==> config.mk <==
export PLATFORM = sky130hd
export DESIGN_NAME = bcd_updown_cnt_n
export DESIGN_NICKNAME = d
export VERILOG_FILES = /design/src/rtl/bcd_updown_cnt_n.sv
export SDC_FILE = /design/constraint.sdc
export NUM_CORES = 1
export LEC_CHECK = 0
export CAP_MARGIN = 20
export CELL_PAD_IN_SITES_DETAIL_PLACEMENT = 0
export CELL_PAD_IN_SITES_GLOBAL_PLACEMENT = 1
export CORE_MARGIN = 2
export CORE_UTILIZATION = 40
export DETAILED_ROUTE_END_ITERATION = 10
export PLACE_DENSITY = 0.93
export RECOVER_POWER = 25
export SLEW_MARGIN = 10
export SYNTH_ARGS = -nofsm -noshare
export SYNTH_HDL_FRONTEND = slang
export SYNTH_SLANG_ARGS = --single-unit
==> constraint.sdc <==
create_clock -name clk -period 3.8 [get_ports clk]
set_input_delay 0.38 -clock clk [delete_from_list [all_inputs] [get_ports clk]]
set_output_delay 0.38 -clock clk [all_outputs]
set_load 0.01 [all_outputs]
==> src/rtl/bcd_updown_cnt_n.sv <==
// N-digit BCD up/down counter: wrap or saturate, checked parallel load, sticky overflow, 7-segment decode.
// Latency: cnt/ovf/load_err registered (1 edge); tc and seg combinational from cnt. No backpressure; steps whenever en=1.
module bcd_updown_cnt_n #(
  parameter int                   DIGITS      = 4,
  parameter logic [4*DIGITS-1:0]  MAX_BCD     = {DIGITS{4'h9}},
  parameter int                   SEG_ACT_LOW = 1
) (
  input  logic                  clk,
  input  logic                  clr,
  input  logic                  en,
  input  logic                  up_d,
  input  logic                  sat,
  input  logic                  load,
  input  logic [4*DIGITS-1:0]   din,
  output logic [4*DIGITS-1:0]   cnt,
  output logic [7*DIGITS-1:0]   seg,
  output logic                  tc,
  output logic                  ovf,
  output logic                  load_err
);

  localparam int         W       = 4 * DIGITS;
  localparam logic [6:0] SEG_INV = (SEG_ACT_LOW != 0) ? 7'h7F : 7'h00;

  logic [W-1:0] cnt_q;
  logic [W-1:0] inc_val;
  logic [W-1:0] dec_val;
  logic         ovf_q;
  logic         load_err_q;
  logic         at_max;
  logic         at_zero;
  logic         din_ok;

  function automatic logic [6:0] seg7(input logic [3:0] d);
    logic [6:0] s;
    case (d)
      4'd0:    s = 7'h3F;
      4'd1:    s = 7'h06;
      4'd2:    s = 7'h5B;
      4'd3:    s = 7'h4F;
      4'd4:    s = 7'h66;
      4'd5:    s = 7'h6D;
      4'd6:    s = 7'h7D;
      4'd7:    s = 7'h07;
      4'd8:    s = 7'h7F;
      4'd9:    s = 7'h6F;
      default: s = 7'h00;
    endcase
    return s;
  endfunction

  assign at_max  = (cnt_q == MAX_BCD);
  assign at_zero = (cnt_q == '0);

  // With all nibbles <= 9, a plain unsigned compare equals the decimal compare.
  always_comb begin
    din_ok = (din <= MAX_BCD);
    for (int k = 0; k < DIGITS; k++) begin
      if (din[4*k +: 4] > 4'd9) din_ok = 1'b0;
    end
  end

  always_comb begin
    logic carry;
    logic borrow;
    logic [3:0] d;
    inc_val = cnt_q;
    dec_val = cnt_q;
    carry   = 1'b1;
    borrow  = 1'b1;
    for (int k = 0; k < DIGITS; k++) begin
      d = cnt_q[4*k +: 4];
      if (carry) begin
        if (d == 4'd9) begin
          inc_val[4*k +: 4] = 4'd0;
        end else begin
          inc_val[4*k +: 4] = d + 4'd1;
          carry = 1'b0;
        end
      end
      if (borrow) begin
        if (d == 4'd0) begin
          dec_val[4*k +: 4] = 4'd9;
        end else begin
          dec_val[4*k +: 4] = d - 4'd1;
          borrow = 1'b0;
        end
      end
    end
  end

  always_ff @(posedge clk) begin
    if (clr) begin
      cnt_q      <= '0;
      ovf_q      <= 1'b0;
      load_err_q <= 1'b0;
    end else begin
      load_err_q <= 1'b0;
      if (load) begin
        if (din_ok) begin
          cnt_q <= din;
          ovf_q <= 1'b0;
        end else begin
          load_err_q <= 1'b1;
        end
      end else if (en) begin
        if (up_d) begin
          if (at_max) begin
            ovf_q <= 1'b1;
            if (!sat) cnt_q <= '0;
          end else begin
            cnt_q <= inc_val;
          end
        end else begin
          if (at_zero) begin
            ovf_q <= 1'b1;
            if (!sat) cnt_q <= MAX_BCD;
          end else begin
            cnt_q <= dec_val;
          end
        end
      end
    end
  end

  assign cnt      = cnt_q;
  assign ovf      = ovf_q;
  assign load_err = load_err_q;
  assign tc       = en & ((up_d & at_max) | (~up_d & at_zero));

  for (genvar g = 0; g < DIGITS; g++) begin : g_seg
    assign seg[7*g +: 7] = seg7(cnt_q[4*g +: 4]) ^ SEG_INV;
  end

endmodule
==> results.cfg <==
[grt]
grt_pass1_vias = 3013
grt_overflow_total = 0
grt_max_degree = 36
grt_pass1_wl_um = 14300
track_usage_pct = 17.1
grt_antenna_before_repair = 0

[clocking]
cts_made_buffers = 5
hold_buffers = 0
clkLatencyLatePin_ns = 0.30
cts_setup_buffers = 0
clock_sinks = 46
cts_resized = 0
clk_pin_slew_ns = 0.09
cts_buffer_depth = 2
ctsHtreeMaxLevel = 2
cts_tree = yes
cts_root_buf = clkbuf_8

[power]
comb_power_share_pct = 35.9
pwr-share-seq_pct = 39.9
power.internal_uw = 982
clockPowerShare_pct = 24.2
power.leakage_nw = 2.03
power.share.switching_pct = 32.8
switchingPower_uw = 478
power_density_nw_per_um2 = 318
peakVddDrop_v = 0.000151

[sta]
fmax_ghz = 0.301
rsz0062_at_grt = false
worst_slack_ns = 0.479
maxSlewHeadroom_pct = 65.3
fin_skew_ns = 0.00569
fin_tns_setup_ns = 0
hold_violations = 0
setup_violations = 0
final_max_slew_viol_count = 0
worst_pin_slew_ns = 0.505
layout_min_cycle_time_ns = 3.32
period_share_pct = 87.4

[die]
core_area_sq_um = 9150
die-area_sq_um = 10200
die_w_um = 101
initial_core_util_pct = 41.0
die_y_um = 101
rows = 35
io_pins = 69

[routing]
finalWirelength_um = 8820
drt_iter0_drc = 224
drc = 0
drt-wirelength-per-cell_um = 14.1
vias = 3398
dr.pass1.iters = 4
top_layer = met4
wl_met1_um = 4160
dr_wl_met2_um = 4110
wl_met3_um = 470
antenna_left = 0
drt-vias-per-instance = 5.44

[logic_synthesis]
ys_warn_count = 0
synth_area_per_cell_sq_um = 8.28
ys.flop_type = dfxtp_1
ys_seq_elements = 46
async_reset_ff_share_pct = 0
yosys.area_share.simple_pct = 19.3
netlist_instances = 453
synthMuxAreaShare_pct = 7.64
syn_nets = 511
seq_area_frac_synth_pct = 24.6
synth_top_family_by_area = compound AO/OA/AOI/OAI gates
synthAdderAreaFrac_pct = 12.0
synth_compound_area_share_pct = 24.4
synth_xor_area_share_pct = 1.17
syn-cell-area_sq_um = 3750
ys_top_cells_by_area = dfxtp_1 (25%), ha_1 (12%), inv_1 (6.4%)
netlist.area_leader.share_pct = 24.6
ys_types = 87
synth_top_area_cell = dfxtp_1
synth_edf_count = 0

[worst_setup_path]
endpoint_kind = register
cp.required_ns = 4.01
reg2reg_slack_ns = 0.48
cp-start-kind = register
crit_type = reg2reg
r2r-start = cnt[13]
cp.arrival_ns = 3.53
worstRegToRegCells = 12
worstPathMaxFanout = 11

[outcome]
status = complete, no violations

[placement]
post-dp-hpwl_um = 6650
place.gp.congestion = 0.887
place_ws_ns = 0.351
port_buffers = 68
placed_area_sq_um = 4480

[layout]
final_area_sq_um = 4590
area.growth.synth_to_final_pct = 22.4
nets = 571
drive_above_1_share_pct = 9.73
num_antenna_cells = 0

[hold_path]
min_path_cells = 3
min_from = ovf
worst_hold_path.endpoint = ovf
min_path_type = reg2reg

[run]
maxCapViolCount = 0
[worst max-delay path, stage by stage (launching register included)]
cell	delay, ns
dfxtp_1	0.43
inv_1	0.13
ha_1	0.27
nor4b_1	0.30
nand4_1	0.18
a211o_1	0.34
o21ai_4	0.18
mux2_2	0.39
nor2_1	0.27
inv_1	0.15
ha_1	0.34
nand2_1	0.07
a21o_1	0.17
[layout by cell type (no fill, tap or decap), types with 5 or more instances in the layout]
master,Yosys,routed
dlygate4sd3_1,0,23
a31oi_1,11,11
mux2i_1,16,16
o22ai_1,8,8
nand3_1,13,13
buf_4,2,9
o21ai_2,6,6
clkdlybuf4s50_1,0,45
nand4_1,6,6
o21a_1,6,6
nor2_1,31,31
a211o_1,6,6
nand2b_1,8,8
and2_1,5,5
o21ai_0,16,16
clkbuf_8,0,8
ha_1,36,36
dfxtp_1,46,46
o31ai_1,5,5
o21bai_1,5,5
nand2_1,28,28
nor2b_1,6,6
inv_1,64,64
a21oi_1,13,13
[area by class of cell]
class | count | area (sq um)
fillers | 869 | 4560
flip-flops and latches | 46 | 921
inverters | 66 | 253
repair buffers | 77 | 748
multi-input cells | 317 | 2420
well taps | 111 | 139
clock buffers | 8 | 110
[per-layer routing]
metal | global-route usage (%) | vias to the layer above
li1 | - | 1698
met1 | 24.7 | 1575
met2 | 27.1 | 115
met3 | 2.50 | 10
met4 | 3.69 | 0
met5 | 0 | -
[how the worst max path moves through the flow]
stage	depth (start not counted)	slack [ns]	to	startpoint
global route	12	0.23	register	cnt[13]
CTS	12	0.53	register	cnt[13]
floorplan	13	0.79	register	cnt[8]
global placement	10	0.46	register	din[6]
detailed placement	11	0.35	register	up_d
finish	12	0.48	register	cnt[13]
[cells in the mapped netlist (8+ instances only)]
library cell	instances
ha_1	36
a31oi_1	11
mux2i_1	16
a21oi_1	13
dfxtp_1	46
o22ai_1	8
buf_2	8
nor2_1	31
o21ai_0	16
nand3_1	13
nand2b_1	8
inv_1	64
nand2_1	28
[power groups by stage]
stage / Sequential, mW / Clock, mW / Combinational (mW)
floorplan: 0.581 / 0 / 0.351
global placement: 0.594 / 0 / 0.529
detailed placement: 0.594 / 0 / 0.536
CTS: 0.583 / 0.360 / 0.539
global route: 0.591 / 0.378 / 0.578
finish: 0.583 / 0.354 / 0.524
[metrics by stage]
stage / hold slack [ns] / std cells / total power, mW / util (%)
5_1_grt: 0.601 / 625 / 1.55 / 50.1
6_report: 0.572 / 625 / 1.46 / 50.1
3_3_place_gp: 0.550 / 617 / 1.12 / 48.9
3_5_place_dp: 0.551 / 617 / 1.13 / 48.9
4_1_cts: 0.566 / 625 / 1.48 / 50.1
2_1_floorplan: 0.568 / 453 / 0.932 / -
[kinds of logic after synthesis]
family,Yosys count
multiplexers,25
XOR/XNOR,5
AO/OA/AOI/OAI,121
AND/OR/NAND/NOR,130
adder cells (fa/ha/maj),36
buffers and inverters,90
flip-flops,46
(Power assumes the default switching activity.)
